### config.mk
export PLATFORM = sky130hd
export DESIGN_NAME = mem_port_arbiter
export DESIGN_NICKNAME = d
export VERILOG_FILES = /design/src/rtl/mem_port_arbiter_pkg.sv /design/src/rtl/mem_arb_rr.sv /design/src/rtl/mem_port_arbiter.sv
export SDC_FILE = /design/constraint.sdc
export NUM_CORES = 1
export LEC_CHECK = 0
export ABC_AREA = 0
export CORE_MARGIN = 2
export CORE_UTILIZATION = 42
export CTS_BUF_LIST = sky130_fd_sc_hd__clkbuf_4
export DETAILED_ROUTE_END_ITERATION = 16
export GPL_ROUTABILITY_DRIVEN = 0
export GPL_TIMING_DRIVEN = 0
export PLACE_DENSITY = 0.95
export SETUP_SLACK_MARGIN = 0.4
export SKIP_CTS_REPAIR_TIMING = 1
export SYNTH_ARGS = -nofsm -noshare
export SYNTH_HDL_FRONTEND = slang
export SYNTH_HIERARCHICAL = 1
export SYNTH_SLANG_ARGS = --single-unit
### constraint.sdc
create_clock -name clk -period 2.71 [get_ports clk]
set_input_delay 0.542 -clock clk [delete_from_list [all_inputs] [get_ports clk]]
set_output_delay 0.542 -clock clk [all_outputs]
set_load 0.1 [all_outputs]
### src/rtl/mem_port_arbiter_pkg.sv
// Shared types for the memory-port arbiter slice.
//   arb_state_e : sequencer states (IDLE=0, ACCESS=1, RESP=2)
//   owner_e     : requester identity (OWN_IF=0, OWN_LS=1)
package mem_port_arbiter_pkg;

  typedef enum logic [1:0] {
    IDLE   = 2'd0,
    ACCESS = 2'd1,
    RESP   = 2'd2
  } arb_state_e;

  typedef enum logic {
    OWN_IF = 1'b0,
    OWN_LS = 1'b1
  } owner_e;

endpackage

### src/rtl/mem_arb_rr.sv
// Two-way round-robin picker (purely combinational).
// Ports:
//   req[1:0]     in  : bit 0 = IF request, bit 1 = LS request
//   last_owner   in  : requester granted most recently
//   grant_valid  out : at least one request present
//   grant_owner  out : selected requester (meaningful when grant_valid)
module mem_arb_rr
  import mem_port_arbiter_pkg::*;
(
  input  logic [1:0] req,
  input  owner_e     last_owner,
  output logic       grant_valid,
  output owner_e     grant_owner
);

  always_comb begin
    grant_valid = |req;
    grant_owner = OWN_IF;
    unique case (req)
      2'b01:   grant_owner = OWN_IF;
      2'b10:   grant_owner = OWN_LS;
      // Contention: the requester that did not win last time goes next.
      2'b11:   grant_owner = (last_owner == OWN_IF) ? OWN_LS : OWN_IF;
      default: grant_owner = OWN_IF;
    endcase
  end

endmodule

### src/rtl/mem_port_arbiter.sv
// Arbiter and sequencer sharing one single-port 16-bit Memory between
// instruction fetch (IF, read-only) and load/store (LS, read/write).
// Each access runs arbitrate/latch -> ACCESS -> RESP; a new request may be
// selected in RESP, giving one access every two cycles at best.
//
// Ports:
//   clk, rst_n                 clock, asynchronous active-low reset
//   if_req/if_addr             IF read request (held until if_gnt)
//   if_gnt/if_rvalid           one-cycle pulses: latched / data valid
//   if_rdata/if_err            read data, misalignment flag (with rvalid)
//   ls_req/ls_we/ls_addr/ls_wdata  LS request (held until ls_gnt)
//   ls_gnt/ls_rvalid           one-cycle pulses: latched / data or write done
//   ls_rdata/ls_err            read data, misalignment flag (with rvalid)
//   mem_addr/mem_we/mem_din    to Memory (byte address, Memory shifts >>1)
//   mem_dout                   from Memory (asynchronous read)
//   busy                       high while in ACCESS
//
// Build option:
//   MEM_ARB_ALIGN_CHK_EN  when defined, an odd latched address flags err
//                         for the owner and suppresses the write.
module mem_port_arbiter
  import mem_port_arbiter_pkg::*;
#(
  parameter int ADDR_W = 16,
  parameter int DATA_W = 16
) (
  input  logic              clk,
  input  logic              rst_n,
  input  logic              if_req,
  input  logic [ADDR_W-1:0] if_addr,
  output logic              if_gnt,
  output logic              if_rvalid,
  output logic [DATA_W-1:0] if_rdata,
  output logic              if_err,
  input  logic              ls_req,
  input  logic              ls_we,
  input  logic [ADDR_W-1:0] ls_addr,
  input  logic [DATA_W-1:0] ls_wdata,
  output logic              ls_gnt,
  output logic              ls_rvalid,
  output logic [DATA_W-1:0] ls_rdata,
  output logic              ls_err,
  output logic [ADDR_W-1:0] mem_addr,
  output logic              mem_we,
  output logic [DATA_W-1:0] mem_din,
  input  logic [DATA_W-1:0] mem_dout,
  output logic              busy
);

  arb_state_e        state_q, state_d;
  owner_e            last_owner_q, last_owner_d;
  owner_e            owner_q, owner_d;
  logic [ADDR_W-1:0] addr_q, addr_d;
  logic              we_q, we_d;
  logic [DATA_W-1:0] wdata_q, wdata_d;
  logic [DATA_W-1:0] rdata_q, rdata_d;

  logic   sel_valid;
  owner_e sel_owner;
  logic   misalign;

  mem_arb_rr u_rr (
    .req         ({ls_req, if_req}),
    .last_owner  (last_owner_q),
    .grant_valid (sel_valid),
    .grant_owner (sel_owner)
  );

  always_comb begin
    state_d      = state_q;
    last_owner_d = last_owner_q;
    owner_d      = owner_q;
    addr_d       = addr_q;
    we_d         = we_q;
    wdata_d      = wdata_q;
    rdata_d      = rdata_q;
    unique case (state_q)
      IDLE, RESP: begin
        if (sel_valid) begin
          state_d      = ACCESS;
          last_owner_d = sel_owner;
          owner_d      = sel_owner;
          if (sel_owner == OWN_LS) begin
            addr_d  = ls_addr;
            we_d    = ls_we;
            wdata_d = ls_wdata;
          end else begin
            addr_d = if_addr;
            we_d   = 1'b0;
          end
        end else begin
          state_d = IDLE;
        end
      end
      ACCESS: begin
        state_d = RESP;
        // Memory reads asynchronously, so on a write this is the old word.
        rdata_d = mem_dout;
      end
      default: state_d = IDLE;
    endcase
  end

  always_ff @(posedge clk or negedge rst_n) begin
    if (!rst_n) begin
      state_q      <= IDLE;
      last_owner_q <= OWN_IF;
      owner_q      <= OWN_IF;
      addr_q       <= '0;
      we_q         <= 1'b0;
      wdata_q      <= '0;
      rdata_q      <= '0;
    end else begin
      state_q      <= state_d;
      last_owner_q <= last_owner_d;
      owner_q      <= owner_d;
      addr_q       <= addr_d;
      we_q         <= we_d;
      wdata_q      <= wdata_d;
      rdata_q      <= rdata_d;
    end
  end

`ifdef MEM_ARB_ALIGN_CHK_EN
  assign misalign = addr_q[0];
`else
  assign misalign = 1'b0;
`endif

  // mem_we derives from state_q, so asserting reset aborts a write at once.
  assign busy      = (state_q == ACCESS);
  assign mem_addr  = addr_q;
  assign mem_din   = wdata_q;
  assign mem_we    = busy && we_q && !misalign;

  assign if_gnt    = busy && (owner_q == OWN_IF);
  assign ls_gnt    = busy && (owner_q == OWN_LS);
  assign if_rvalid = (state_q == RESP) && (owner_q == OWN_IF);
  assign ls_rvalid = (state_q == RESP) && (owner_q == OWN_LS);
  assign if_rdata  = rdata_q;
  assign ls_rdata  = rdata_q;
  assign if_err    = if_rvalid && misalign;
  assign ls_err    = ls_rvalid && misalign;

endmodule

# Word level (Yosys, flattened, before mapping)
# Cells that the tools add are included.
# totals
regBits	52
wordCells	27
romBits	0
latch_bits	0
ramBits	0
mem_count	0
output_inout_bits	72
inputBits	69
# op_classes
multipliers	0
shifts	0
order_cmp	0
addsub	0
reduce_logical	10
n_bitwise	1
div	0
n_eq_ne	4
muxes	6
# op_table
op	count
$mux 16	1
$eq 2x2->1 const B	3
$logic_and 1x1->1	5
$pmux 2 s2	1
$reduce_or 2->1	2
$mux 1	3
$reduce_and 3->1	1
$eq 2x1->1 const B	1
$logic_not 2->1	1
$pmux 1 s2	1
$reduce_and 2->1	1
$not 1->1	1

# Logic depth before layout (Yosys ltp)
# depth
ltp_word	3
depth_mapped	5
mapped_depth_nobuf	3

# Hierarchy
# Netlist, hierarchy kept.
# modules_own_cells
module	cells_each	seq_area_each_um2	area_each_um2	instances
mem_port_arbiter	157	1301.2	2392.3	1
mem_arb_rr	2	0.0	13.8	1

# Least setup slack after synthesis
# No wires, ideal clock.
# synth_path
kind	reg-to-output
start	reg owner_q
end	out ls_rvalid
required_time_ns	2.168
stages_incl_launch_ff	3
path_buffers	0
t_arrival_ns	2.634
path_slack_ns	-0.466
cell_sequence	dfrtp_1 > inv_1 > nor3b_1
# synth_via
elab_chain_len	1
# synth_rtl
element	line_no	rtl
from (decl)	mem_port_arbiter.sv:52	owner_e owner_q, owner_d;
from (signal assigned)	mem_port_arbiter.sv:116	owner_q <= owner_d;
$logic_and 1x1->1	mem_port_arbiter.sv:139	assign ls_rvalid = (state_q == RESP) && (owner_q == OWN_LS);
to (decl)	mem_port_arbiter.sv:40	output logic ls_rvalid,
# No other way between the ends.

# Worst setup path after layout
# layout_path
start	reg state_q[1]
end	out if_gnt
# layout_via
elab_chain_len	2
# layout_rtl
element	line_no	rtl
from (decl)	mem_port_arbiter.sv:50	arb_state_e state_q, state_d;
from (signal assigned)	mem_port_arbiter.sv:114	state_q <= state_d;
$eq 2x1->1	mem_port_arbiter.sv:131	assign busy = (state_q == ACCESS);
$logic_and 1x1->1	mem_port_arbiter.sv:136	assign if_gnt = busy && (owner_q == OWN_IF);
to (decl)	mem_port_arbiter.sv:31	output logic if_gnt,
# No other way between the ends.

==> summary.md <==
| Metric | Value |
|---|---|
| Outcome | complete, no violations |
| I/O pins | between 100 and 150 |
| # rows | 27 |
| Worst setup SP type | register |
| Dpl hpwl | 4740 um |
| Skew final | around 0.0086 ns |
| Vias per inst | roughly 4.7 |
| Worst Tran Pin Value | 1.02 ns |
| Wire per inst | approximately 16 um |
| Core box area | 0.00551 mm2 |
| CP cell instances | nand2b_1 -> buf_2 -> nor2_1 -> clkbuf_2 |
| First-pass GRT wire length | 9430 um |
| Layout fillers | a little under 400 |
| Slowest cell on the critical path | clkbuf_2 |
| TritonRoute pass-1 iters | 4 |
| Fin. max-slew vios | 0 |
| Post-route ant nets | 0 |
| Synth Warn # | 6 |
| Port Buffer Count | ~140 |
| Placed cell areas | roughly 0.004 mm2 |
| Min-delay worst type | in -> async |
| Syn Area/Cell | around 15 um2 |
| Slew HR | 0.318 |
| Final min period | about 2.3 ns |
| Initial antenna violation count | 0 |
| Clock power frac | 0.072 |
| Largest net degree at the start of global routing | 30 |
| Core Util, Final | 0.742 |
| Fin area | between 0.004 and 0.005 mm2 |
| Share of layout cells above drive strength 1 | 0.345 |
| Vias in the first global route | around 2000 |
| Switching Share | 0.585 |
| Non-Filler Instances | about 380 |
| Fraction of the cycle the final worst path needs | 0.842 |
| Crit path buffers/inverters | 2 |
| Final hold violation count | 0 |
| CTS sink cnt | 52 |
| Width of the die | between 70 and 80 um |
| Die Y-Extent | roughly 80 um |
| Detailed-route via count | about 1800 |
| Switch Pwr | around 2.6 mW |
| Die area | approximately 0.0064 mm2 |
| Clk_lat worst skew | 0.35 ns |
| RSZ-0062 raised after global routing | yes |
| Final net count | 375 |
| # DRC | 0 |
| Cells after DPL | between 300 and 400 |
| Fmax | 438 MHz |
| Tot GR Track Use | 0.193 |
| Register area share after synthesis | 0.541 |
| 1st-iter DRT viols | 30 |
| Sequential Power Share | 0.242 |
| Total gr overflow | 0 |
| Reg clk slew, reported paths | roughly 0.14 ns |
| CP Class | reg -> out |
| Area grow syn2layout | 69.8% |
| Count of final setup violators | 0 |
| Initial Util | 0.437 |
| Crit path depth | 4 |
| Leak pwr | roughly 2.3 nW |
| Power Dens Cells | 1110 mW/mm2 |
| Final wirelength | about 6100 um |
| CP top delay family | buffers and inverters |
| Required time of the critical path | 2.17 ns |
| Cell Int Power | between 1.5 and 2 mW |
| CTS tree | built |
| Root buffer cell | clkbuf_4 |
| CP endpoint kind | primary output |
| CTS buffer count | 5 |
| Post-synthesis cell count | around 160 |
| Netlist Area Pre-Place | about 0.0024 mm2 |
| Yosys cell types | 19 |
| N_diodes | 0 |
| Crit path DAT | around 1.7 ns |
| Logic gate share of total power | 0.686 |
| Crit-path max cell delay | approximately 0.47 ns |
| Total power | approximately 4.5 mW |
| Peak VDD IR | about 0.63 mV |
| Max Root-Sink Buffers | 2 |
| Total of max-cap violations | 0 |
| Synthesized flop and latch total | between 50 and 60 |
| Maximum level of the CTS H-tree | 2 |
| Hold slack | between 0.15 and 0.2 ns |
| CP max FO | 10 |
| R2R cell count | 5 |
cell families after synthesis:
logic type	Yosys count	synth area share
buffers and inverters	29	0.0920
other	1	0.00156
AND/OR/NAND/NOR	10	0.0286
AO/OA/AOI/OAI	2	0.00520
multiplexers	65	0.332
flip-flops	52	0.541
synth_stat cells:
master,number,area (um2)
dfrtp_1,52,1300
buf_6,3,33.8
nand3b_4,1,20.0
a21boi_1,1,7.51
buf_2,2,10.0
buf_12,1,20.0
inv_1,4,15.0
nand2b_1,1,6.26
conb_1,1,3.75
o21ai_0,1,5.00
nand2_1,1,3.75
mux2_4,18,270
mux2i_1,1,10.0
buf_4,19,143
nor2b_1,1,6.26
mux2_2,46,518
nor3b_1,2,15.0
or2_1,1,6.26
nor2_1,3,11.3
worst paths after layout:
check	slack [ns]	from	endpoint
worst max-delay path	0.43	state_q[1]	if_gnt
worst min-delay path	0.16	rst_n	mem_din[13]
min in group clk	0.52	mem_din[5]	mem_din[5]
worst max register to register	1.07	owner_q	mem_addr[13]
worst min register to register	0.52	mem_din[5]	mem_din[5]
max in group asynchronous	1.99	rst_n	if_rdata[4]
worst register-to-register path, cell delays in order (launching register included):
cell and delay (ns):
dfrtp_1 0.45, a21boi_1 0.20, buf_6 0.19, buf_12 0.16
mux2_4 0.30, mux2_4 0.25
stage by stage:
stage                     TNS, ns  worst slack (ns)
final                           0             0.428
after global routing            0             0.317
after CTS                   -1.20            -0.291
after detailed placement        0             0.130
after global placement     -19.73            -0.382
after floorplan            -0.924            -0.466
layer usage:
layer / wire length (um) / vias to the layer above / track usage
li1: - / 816 / -
met1: 2220 / 850 / 0.215
met2: 3350 / 86 / 0.366
met3: 429 / 11 / 0.0430
met4: 99 / 0 / 0.0552
met5: 0 / - / 0
placed cells by master, fill, tap and decap left out, drive strengths merged:
cell,synthesis,final
a21boi,1,1
buf,25,28
clkbuf,0,10
clkdlybuf4s50,0,67
clkinv,0,3
conb,1,2
dfrtp,52,52
dlymetal6s2s,0,64
inv,4,4
mux2,64,64
mux2i,1,1
nand2,1,1
nand2b,1,1
nand3b,1,1
nor2,3,3
nor2b,1,1
nor3b,2,2
o21ai,1,1
or2,1,1
state kept, by name, summed over array words and instances (netlist names):
register / flops
if_rdata: 16
mem_addr: 16
mem_din: 16
owner_q: 1
state_q: 2
we_q: 1
power by group through the flow:
stage,registers (mW),logic (mW),clock network [mW]
2_1_floorplan,2.49,1.01,0
3_3_place_gp,1.10,3.10,0
3_5_place_dp,1.12,3.14,0
4_1_cts,1.10,3.14,0.342
5_1_grt,1.12,3.17,0.378
6_report,1.09,3.10,0.327
cell type report:
cell class                      instances  area [um2]  share of cell area
Buffer                                 25         206              0.0505
Clock buffer                            5        37.5             0.00919
Clock inverter                          3        13.8             0.00337
Inverter                                4        15.0             0.00368
Multi-Input combinational cell         79         890               0.218
Sequential cell                        52        1300               0.319
Tap cell                               72        90.1              0.0221
Timing Repair Buffer                  139        1530               0.375
No activity file was read; power rests on OpenSTA's default activity.
